--- src/rtl/framed_output_serializer.sv ---
// Buffered serial output port: a small FIFO of output words feeding an idle-high framer
// (start bit, DATA_WIDTH data bits LSB first, stop bit), with full/busy/overflow status.
module framed_output_serializer #(
    parameter int DATA_WIDTH   = 8,
    parameter int FIFO_DEPTH   = 4,
    parameter int CLKS_PER_BIT = 4
) (
    input  logic                  clk,
    input  logic                  reset,
    input  logic [DATA_WIDTH-1:0] data_in,
    input  logic                  wr_enable,
    output logic                  serial_out,
    output logic                  full,
    output logic                  busy,
    output logic                  overflow
);

    localparam int PTR_W = $clog2(FIFO_DEPTH);
    localparam int CNT_W = PTR_W + 1;
    localparam int BIT_W = (CLKS_PER_BIT > 1) ? $clog2(CLKS_PER_BIT) : 1;
    localparam int IDX_W = (DATA_WIDTH > 1) ? $clog2(DATA_WIDTH) : 1;

    localparam logic [BIT_W-1:0] BIT_LAST = BIT_W'(CLKS_PER_BIT - 1);
    localparam logic [IDX_W-1:0] IDX_LAST = IDX_W'(DATA_WIDTH - 1);
    localparam logic [CNT_W-1:0] CNT_FULL = CNT_W'(FIFO_DEPTH);
    localparam logic [CNT_W-1:0] CNT_ZERO = {CNT_W{1'b0}};
    localparam logic [CNT_W-1:0] CNT_ONE  = CNT_W'(1);

    typedef enum logic [1:0] {
        S_IDLE  = 2'd0,
        S_START = 2'd1,
        S_DATA  = 2'd2,
        S_STOP  = 2'd3
    } state_t;

    state_t                r_state;
    state_t                w_next_state;
    logic [DATA_WIDTH-1:0] r_mem [FIFO_DEPTH];
    logic [PTR_W-1:0]      r_wr_ptr;
    logic [PTR_W-1:0]      r_rd_ptr;
    logic [CNT_W-1:0]      r_count;
    logic [DATA_WIDTH-1:0] r_shift;
    logic [BIT_W-1:0]      r_bit_cnt;
    logic [IDX_W-1:0]      r_idx;
    logic                  r_serial;
    logic                  r_full;
    logic                  r_busy;

    logic                  w_push;
    logic                  w_pop;
    logic                  w_shift_en;
    logic                  w_serial_next;
    logic                  w_nonempty;
    logic                  w_bit_done;
    logic                  w_last_idx;
    logic [DATA_WIDTH-1:0] w_shift_nx;
    logic [CNT_W-1:0]      w_count_next;

    // A write while full is dropped even when a pop happens in the same cycle.
    assign w_push     = wr_enable & (r_count != CNT_FULL);
    assign w_nonempty = (r_count != CNT_ZERO);
    assign w_bit_done = (r_bit_cnt == BIT_LAST);
    assign w_last_idx = (r_idx == IDX_LAST);
    assign w_shift_nx = r_shift >> 1;

    assign serial_out = r_serial;
    assign full       = r_full;
    assign busy       = r_busy;
    assign overflow   = wr_enable & r_full & ~reset;

    // FSM state register
    always_ff @(posedge clk) begin
        if (reset) begin
            r_state <= S_IDLE;
        end else begin
            r_state <= w_next_state;
        end
    end

    // FSM next-state decode
    always_comb begin
        w_next_state = r_state;
        case (r_state)
            S_IDLE: begin
                if (w_nonempty) begin
                    w_next_state = S_START;
                end else begin
                    w_next_state = S_IDLE;
                end
            end
            S_START: begin
                if (w_bit_done) begin
                    w_next_state = S_DATA;
                end else begin
                    w_next_state = S_START;
                end
            end
            S_DATA: begin
                if (w_bit_done && w_last_idx) begin
                    w_next_state = S_STOP;
                end else begin
                    w_next_state = S_DATA;
                end
            end
            S_STOP: begin
                if (w_bit_done && w_nonempty) begin
                    w_next_state = S_START;
                end else if (w_bit_done) begin
                    w_next_state = S_IDLE;
                end else begin
                    w_next_state = S_STOP;
                end
            end
            default: begin
                w_next_state = S_IDLE;
            end
        endcase
    end

    // FSM outputs: FIFO pop, shift strobe and the next registered line level
    always_comb begin
        w_pop         = 1'b0;
        w_shift_en    = 1'b0;
        w_serial_next = 1'b1;
        case (r_state)
            S_IDLE: begin
                w_pop         = w_nonempty;
                w_serial_next = ~w_nonempty;
            end
            S_START: begin
                if (w_bit_done) begin
                    w_serial_next = r_shift[0];
                end else begin
                    w_serial_next = 1'b0;
                end
            end
            S_DATA: begin
                if (w_bit_done && w_last_idx) begin
                    w_serial_next = 1'b1;
                end else if (w_bit_done) begin
                    w_shift_en    = 1'b1;
                    w_serial_next = w_shift_nx[0];
                end else begin
                    w_serial_next = r_shift[0];
                end
            end
            S_STOP: begin
                // Pop on the last stop cycle so the next start bit follows with no gap.
                if (w_bit_done) begin
                    w_pop         = w_nonempty;
                    w_serial_next = ~w_nonempty;
                end else begin
                    w_serial_next = 1'b1;
                end
            end
            default: begin
                w_pop         = 1'b0;
                w_serial_next = 1'b1;
            end
        endcase
    end

    // Occupancy after this cycle's accepted write and pop
    always_comb begin
        w_count_next = r_count;
        case ({w_push, w_pop})
            2'b10:   w_count_next = r_count + CNT_ONE;
            2'b01:   w_count_next = r_count - CNT_ONE;
            default: w_count_next = r_count;
        endcase
    end

    // FIFO storage and pointers; pointers wrap naturally at the power-of-two depth
    always_ff @(posedge clk) begin
        if (reset) begin
            r_wr_ptr <= {PTR_W{1'b0}};
            r_rd_ptr <= {PTR_W{1'b0}};
            r_count  <= CNT_ZERO;
            for (int i = 0; i < FIFO_DEPTH; i++) begin
                r_mem[i] <= {DATA_WIDTH{1'b0}};
            end
        end else begin
            if (w_push) begin
                r_mem[r_wr_ptr] <= data_in;
                r_wr_ptr        <= r_wr_ptr + PTR_W'(1);
            end
            if (w_pop) begin
                r_rd_ptr <= r_rd_ptr + PTR_W'(1);
            end
            r_count <= w_count_next;
        end
    end

    // Bit-period counter, data index and shift register
    always_ff @(posedge clk) begin
        if (reset) begin
            r_bit_cnt <= {BIT_W{1'b0}};
            r_idx     <= {IDX_W{1'b0}};
            r_shift   <= {DATA_WIDTH{1'b0}};
        end else begin
            if (r_state == S_IDLE || w_bit_done) begin
                r_bit_cnt <= {BIT_W{1'b0}};
            end else begin
                r_bit_cnt <= r_bit_cnt + BIT_W'(1);
            end
            if (r_state != S_DATA) begin
                r_idx <= {IDX_W{1'b0}};
            end else if (w_bit_done) begin
                r_idx <= r_idx + IDX_W'(1);
            end else begin
                r_idx <= r_idx;
            end
            if (w_pop) begin
                r_shift <= r_mem[r_rd_ptr];
            end else if (w_shift_en) begin
                r_shift <= w_shift_nx;
            end else begin
                r_shift <= r_shift;
            end
        end
    end

    // Registered status outputs and serial line
    always_ff @(posedge clk) begin
        if (reset) begin
            r_serial <= 1'b1;
            r_full   <= 1'b0;
            r_busy   <= 1'b0;
        end else begin
            r_serial <= w_serial_next;
            r_full   <= (w_count_next == CNT_FULL);
            r_busy   <= (w_next_state != S_IDLE) | (w_count_next != CNT_ZERO);
        end
    end

endmodule

--- config.mk ---
export PLATFORM = sky130hd
export DESIGN_NAME = framed_output_serializer
export DESIGN_NICKNAME = d
export VERILOG_FILES = /design/src/rtl/framed_output_serializer.sv
export SDC_FILE = /design/constraint.sdc
export NUM_CORES = 1
export LEC_CHECK = 0
export CAP_MARGIN = 0
export CORE_MARGIN = 2
export CORE_UTILIZATION = 59
export CTS_BUF_LIST = sky130_fd_sc_hd__clkbuf_4 sky130_fd_sc_hd__clkbuf_8 sky130_fd_sc_hd__clkbuf_16
export CTS_CLUSTER_DIAMETER = 120
export CTS_CLUSTER_SIZE = 25
export DETAILED_ROUTE_END_ITERATION = 8
export PLACE_DENSITY = 0.79
export SYNTH_ARGS = -nofsm -noshare
export SYNTH_HDL_FRONTEND = slang
export SYNTH_SLANG_ARGS = --single-unit
--- constraint.sdc ---
create_clock -name clk -period 3.2 [get_ports clk]
set_input_delay 0.64 -clock clk [delete_from_list [all_inputs] [get_ports clk]]
set_output_delay 0.64 -clock clk [all_outputs]
set_load 0.03 [all_outputs]
==> results_dict.tcl, run 1 <==
set metrics [dict create \
    slew-limit-headroom_pct 61.83 \
    fmax_ghz 0.3566 \
    powerDensity_nw_per_um2 747.5 \
    status "finished clean" \
    synthDistinctLibCells 45 \
    grt_max_degree 25 \
    drive_above_1_share_pct 18.83 \
    dp_cells 275 \
    p_sw_share_pct 31.52 \
    path_cells "inv_1 > ha_1 > or3_1 > inv_2 > ha_1 > inv_1 > fa_1 > nor2b_1 > a22oi_1 > a2111o_1" \
    dr_total_vias 1668 \
    die_y_microns 71.98 \
    clk_pin_slew_ns 0.07 \
    die_x_microns 71.98 \
    diodes 0 \
    p_int_uw 1594 \
    synth-edff-count 32 \
    synth_area_leaders "edfxtp_1 (35%), dfxtp_1 (20%), and2_1 (7.3%)" \
    seq_area_sq_um 1501 \
    critPathKind "flip-flop to flip-flop" \
    hold_path_depth 1 \
    instances_no_fill 291 \
    avgViaCountPerCell 5.732 \
    maxCapViolCount 0 \
    synth_flop_cell "edfxtp_1" \
    gp_congestion 0.7997 \
    vdd_drop_max_v 0.0005211 \
    setup_viol 0 \
    pwr-share-seq_pct 44.4 \
    drc 0 \
    portBuffers 14 \
    core_area_sq_um 4414 \
    slew_violations 0 \
    period_needed_ns 2.804 \
    dieArea_sq_um 5180 \
    cp-start-kind "flip-flop" \
    crit_family "adder cells" \
    drtAntennaViolNets 0 \
    hold_violations 0 \
    syn_avg_cell_area_sq_um 12.86 \
    multi_input_area_sq_um 1142 \
    end_kind "flip-flop" \
    crit_buf_inv 3 \
    finalCritPeriodShare_pct 87.64 \
    crit_required_ns 3.44 \
    ys_ff_latch 59 \
    slowest_stage "fa_1" \
    start_util_pct 61.76 \
    cts_tree "done" \
    ctsResizeCount 0 \
    drt-pass1-iter-count 5 \
    synth_cells 212 \
    fillers 309 \
    p_sw_uw 733.7 \
    area_growth_pct 14.23 \
    rows 24 \
    final_util_pct 70.55 \
    grt_pass1_wl_microns 8604 \
    clk_latency_ns 0.35 \
    hold_path_class "flip-flop to flip-flop" \
    crit_path_max_incr_delay_ns 0.47 \
    nets 255 \
    rsz0062_at_grt "no" \
    cts.sinks 59 \
    syn_area_sq_um 2726 \
    design_area_sq_um 3114 \
    place_hpwl_microns 3466 \
    cts_root_buffer "clkbuf_8" \
    ys_warn_count 0 \
    synth_top_area_share_pct 35.25 \
    gr-total-overflow 0 \
    grt_usage_pct 22.49 \
    syn-num-nets 233 \
    cts_buffers 9 \
    clockBufferDepth 2 \
    ys_seq_area_share_pct 55.07 \
    finClkSkew_ns 0.01231 \
    antenna_found_initial 0 \
    fin_tns_setup_ns 0 \
    synthArstFlopShare_pct 0 \
    htree_num_levels 3 \
    p_leak_uw 0.001223 \
    worst_slew_pin_slew_ns 0.5718 \
    avgRoutedWirePerCell_microns 17.55 \
    ioPinCount 15 \
    crit_cells 10 \
    crit_fanout 3 \
    postPlaceCellArea_sq_um 2924 \
    drt_wl_total_microns 5107 \
    r2r_cells 10 \
    cts_setup_buffers 0 \
    synth_area_leader_cell "edfxtp_1" \
    drt_iter0_markers 86 \
    mostFrequentLayoutCells "and2_1 (32), edfxtp_1 (32), dfxtp_1 (27)" \
    ctsHoldBuffers 0 \
    p_clk_share_pct 27.9 \
    pwr-share-comb_pct 27.7 \
    arrival_ns 3.04 \
    grt_pass1_vias 1752 \
]
==> cells in the mapped netlist, drive strengths merged (3+ instances only) <==
master   n
dfxtp   27
nand3    3
nor4b    3
nand2    5
edfxtp  32
inv      8
xnor2    4
a21oi    3
clkbuf   4
o21ai    3
nor2    20
mux4     8
mux2i    9
xor2     3
and2    32
ha       9
buf      5
or2      3
a211oi   9
==> final timing paths <==
| path | from | to | slack (ns) |
|---|---|---|---|
| worst max-delay path | r_state[0] | busy | 0.40 |
| worst min register to register | r_bit_cnt[0] | r_bit_cnt[0] | 0.43 |
| worst max register to register | r_state[0] | busy | 0.40 |
| worst min-delay path | r_bit_cnt[0] | r_bit_cnt[0] | 0.43 |
==> metal layers <==
metal	global-route usage (%)	routed length, microns
met1	29.30	2291
met2	36.21	2578
met4	11.53	116
met5	0	0
met3	4.306	120
==> sequential cells by signal (all words and copies together), names as in the netlist, named ones only <==
signal / cells
r_mem: 32
r_shift: 8
r_count: 3
r_idx: 3
r_bit_cnt: 2
r_rd_ptr: 2
r_state: 2
r_wr_ptr: 2
busy: 1
full: 1
serial_out: 1
==> power groups by stage <==
stage | Sequential, uW | Combinational (uW) | Clock [uW]
detailed placement | 1050 | 639 | 0
global route | 1050 | 707 | 685
CTS | 1030 | 648 | 653
floorplan | 1040 | 502 | 0
global placement | 1040 | 608 | 0
finish | 1030 | 645 | 649
==> metrics by stage <==
stage	setup slack, ns	power [uW]	hold slack [ns]
after floorplan	0.4965	1537	0.4072
after global placement	0.4696	1648	0.4170
after detailed placement	0.3639	1689	0.4234
after CTS	0.3952	2336	0.4321
after global routing	0.1941	2443	0.4610
final	0.3955	2328	0.4291
==> worst reg2reg max path, cell delays in order, from the launching register on <==
cell and delay [ns]:
dfxtp_1 0.36, inv_1 0.09, ha_1 0.31, or3_1 0.41, inv_2 0.11, ha_1 0.18
inv_1 0.06, fa_1 0.47, nor2b_1 0.17, a22oi_1 0.11, a2111o_1 0.42
==> area by class of cell <==
| cell class | instances | share of cell area (%) |
|---|---|---|
| flip-flops and latches | 59 | 48.21 |
| multi-input cells | 136 | 36.68 |
| repair buffers | 20 | 5.946 |
| clock buffers | 14 | 5.785 |
| well taps | 52 | 2.089 |
| inverters | 8 | 0.9642 |
| clock inverters | 2 | 0.3214 |
==> kinds of logic after synthesis <==
group	Yosys count	share of synthesized area, %
muxes	18	10.33
xor gates and xnor gates	7	2.249
AOI/OAI and AO/OA	23	7.481
and+or+nand+nor	78	16.98
buffers and inverters	17	3.029
DFF	59	55.07
adders and majority gates	10	4.865
Power figures use the tool's default switching activity.
==> run 2: changes to the inputs <==
--- a/config.mk
+++ b/config.mk
@@ -7,12 +7,13 @@
 export LEC_CHECK = 0
 export CAP_MARGIN = 0
 export CORE_MARGIN = 2
-export CORE_UTILIZATION = 59
+export CORE_UTILIZATION = 53
 export CTS_BUF_LIST = sky130_fd_sc_hd__clkbuf_4 sky130_fd_sc_hd__clkbuf_8 sky130_fd_sc_hd__clkbuf_16
 export CTS_CLUSTER_DIAMETER = 120
 export CTS_CLUSTER_SIZE = 25
 export DETAILED_ROUTE_END_ITERATION = 8
-export PLACE_DENSITY = 0.79
+export PLACE_DENSITY = 0.75
+export SLEW_MARGIN = 20
 export SYNTH_ARGS = -nofsm -noshare
 export SYNTH_HDL_FRONTEND = slang
 export SYNTH_SLANG_ARGS = --single-unit
==> constraint.sdc (replaced) <==
create_clock -name clk -period 2.5 [get_ports clk]
set_input_delay 0.5 -clock clk [delete_from_list [all_inputs] [get_ports clk]]
set_output_delay 0.5 -clock clk [all_outputs]
set_load 0.03 [all_outputs]
==> run 2 against run 1 <==
Effect of this change:
- the run now ends with negative setup slack left
- hold slack worse by 0.014 ns
- sequential share of layout area down 3.5 points
- die area up 11%
- clock skew down 0.0064 ns
- maximum frequency up 11%
- register-to-register slack worse by 0.43 ns
- flip-flop and latch count unchanged
==> results_dict.tcl, run 2 (same netlist as run 1, synthesis figures left out) <==
set metrics [dict create \
    ctsHoldBuffers 0 \
    drtAntennaViolNets 0 \
    period_needed_ns 2.531 \
    cp-start-kind "flip-flop" \
    clk_latency_ns 0.33 \
    avgRoutedWirePerCell_microns 15.65 \
    die_x_microns 75.72 \
    dr_total_vias 1702 \
    grt_max_degree 25 \
    p_leak_uw 0.001331 \
    cts_root_buffer "clkbuf_8" \
    fin_tns_setup_ns -0.03086 \
    fmax_ghz 0.3951 \
    worst_slew_pin_slew_ns 0.5760 \
    portBuffers 14 \
    drt_iter0_markers 93 \
    crit_fanout 3 \
    timing.hold.ws_ns 0.4151 \
    drt_wl_total_microns 5116 \
    powerDensity_nw_per_um2 970.6 \
    final_util_pct 67.07 \
    arrival_ns 2.75 \
    top_register "r_mem" \
    multi_input_area_sq_um 1215 \
    hold_path_class "flip-flop to flip-flop" \
    slew-limit-headroom_pct 61.55 \
    cts.sinks 59 \
    grt_usage_pct 19.59 \
    gr-total-overflow 0 \
    fin_ws_ns -0.03086 \
    vdd_drop_max_v 0.0005411 \
    dp_slack_ns -0.03316 \
    drt-pass1-iter-count 4 \
    drc 0 \
    rows 26 \
    hold_violations 0 \
    drive_above_1_share_pct 31.13 \
    ioPinCount 15 \
    status "finished with violations" \
    nets 273 \
    finalCritPeriodShare_pct 101.2 \
    grt_pass1_wl_microns 7955 \
    rsz0062_at_grt "yes" \
    cts_buffers 9 \
    largest_reg_flops 32 \
    end_kind "flip-flop" \
    mostFrequentLayoutCells "and2_1 (32), edfxtp_1 (32), dfxtp_1 (23), buf_4 (23), nor2_1 (20)" \
    maxCapViolCount 0 \
    gp_congestion 0.7854 \
    crit_required_ns 2.72 \
    place_hpwl_microns 3269 \
    die_y_microns 75.72 \
    finalPower_uw 3282 \
    cts_tree "done" \
    dieArea_sq_um 5734 \
    avgViaCountPerCell 5.205 \
    clockBufferDepth 2 \
    clk_pin_slew_ns 0.07 \
    htree_num_levels 3 \
    finClkSkew_ns 0.005896 \
    largestRegisters "r_mem (32), r_shift (8)" \
    grt_pass1_vias 1719 \
    antenna_found_initial 0 \
    fillers 373 \
    setup_viol 1 \
    violations "negative setup slack" \
    core_area_sq_um 5042 \
    area_growth_pct 24.05 \
    start_util_pct 54.07 \
    critPathKind "flip-flop to flip-flop" \
    slew_violations 0 \
    diodes 0 \
    seq_area_sq_um 1511 \
]
-- run 2: layer usage --
metal  track usage [%]  routed length [microns]  vias to the layer above
met1             24.07                     2230                      820
met5                 0                        0                        -
met4             7.018                       22                        0
met3             7.540                      179                        2
li1                  -                        -                      848
met2             31.69                     2684                       32
-- run 2: final timing paths --
kind                startpoint            to  slack (ns)  cells past startpoint
setup / recovery    r_state[1]          busy       -0.03                     11
hold / removal    r_bit_cnt[0]  r_bit_cnt[0]        0.42                      1
setup reg to reg    r_state[1]          busy       -0.03                     11
hold reg to reg   r_bit_cnt[0]  r_bit_cnt[0]        0.42                      1
-- run 2: metrics by stage --
| step | cells | cell area, sq um |
|---|---|---|
| final | 327 | 3382 |
| after CTS | 322 | 3323 |
| after floorplan | 212 | 2776 |
| after global placement | 303 | 3084 |
| after global routing | 327 | 3382 |
| after detailed placement | 303 | 3084 |
-- run 2: repair_timing --
action	4_1_cts	5_1_grt
resized for setup	5	8
pin swaps	2	5
setup endpoints to repair	1	1
cloned	0	0
buffers inserted	3	5
-- run 2: worst max-delay path, cell delays in order, from the launching register on --
cell      delay (ns)
dfxtp_4         0.36
inv_4           0.07
ha_4            0.13
a21oi_2         0.04
or3_4           0.41
inv_4           0.07
ha_4            0.14
inv_2           0.04
fa_2            0.51
nor2b_4         0.16
a22oi_2         0.08
a2111o_1        0.41
-- run 2: where the power goes --
group	switching, uW	total (uW)	internal [uW]
Clock	375	868	493
Sequential	126	1330	1200
Combinational	515	1090	573
-- run 2: cell type report --
| type | instances | share of cell area (%) |
|---|---|---|
| Clock buffer | 11 | 4.292 |
| Clock inverter | 5 | 1.554 |
| Inverter | 8 | 1.110 |
| Multi-Input combinational cell | 136 | 35.92 |
| Sequential cell | 59 | 44.69 |
| Tap cell | 70 | 2.590 |
| Timing Repair Buffer | 38 | 9.841 |
==> run 3: changes to the inputs <==
--- a/config.mk
+++ b/config.mk
@@ -10,10 +10,9 @@
 export CORE_UTILIZATION = 53
 export CTS_BUF_LIST = sky130_fd_sc_hd__clkbuf_4 sky130_fd_sc_hd__clkbuf_8 sky130_fd_sc_hd__clkbuf_16
 export CTS_CLUSTER_DIAMETER = 120
-export CTS_CLUSTER_SIZE = 25
 export DETAILED_ROUTE_END_ITERATION = 8
 export PLACE_DENSITY = 0.75
-export SLEW_MARGIN = 20
+export RECOVER_POWER = 25
 export SYNTH_ARGS = -nofsm -noshare
 export SYNTH_HDL_FRONTEND = slang
 export SYNTH_SLANG_ARGS = --single-unit
==> results of run 3 <==
Final layout, timing and power as in run 2 (identical DEF).
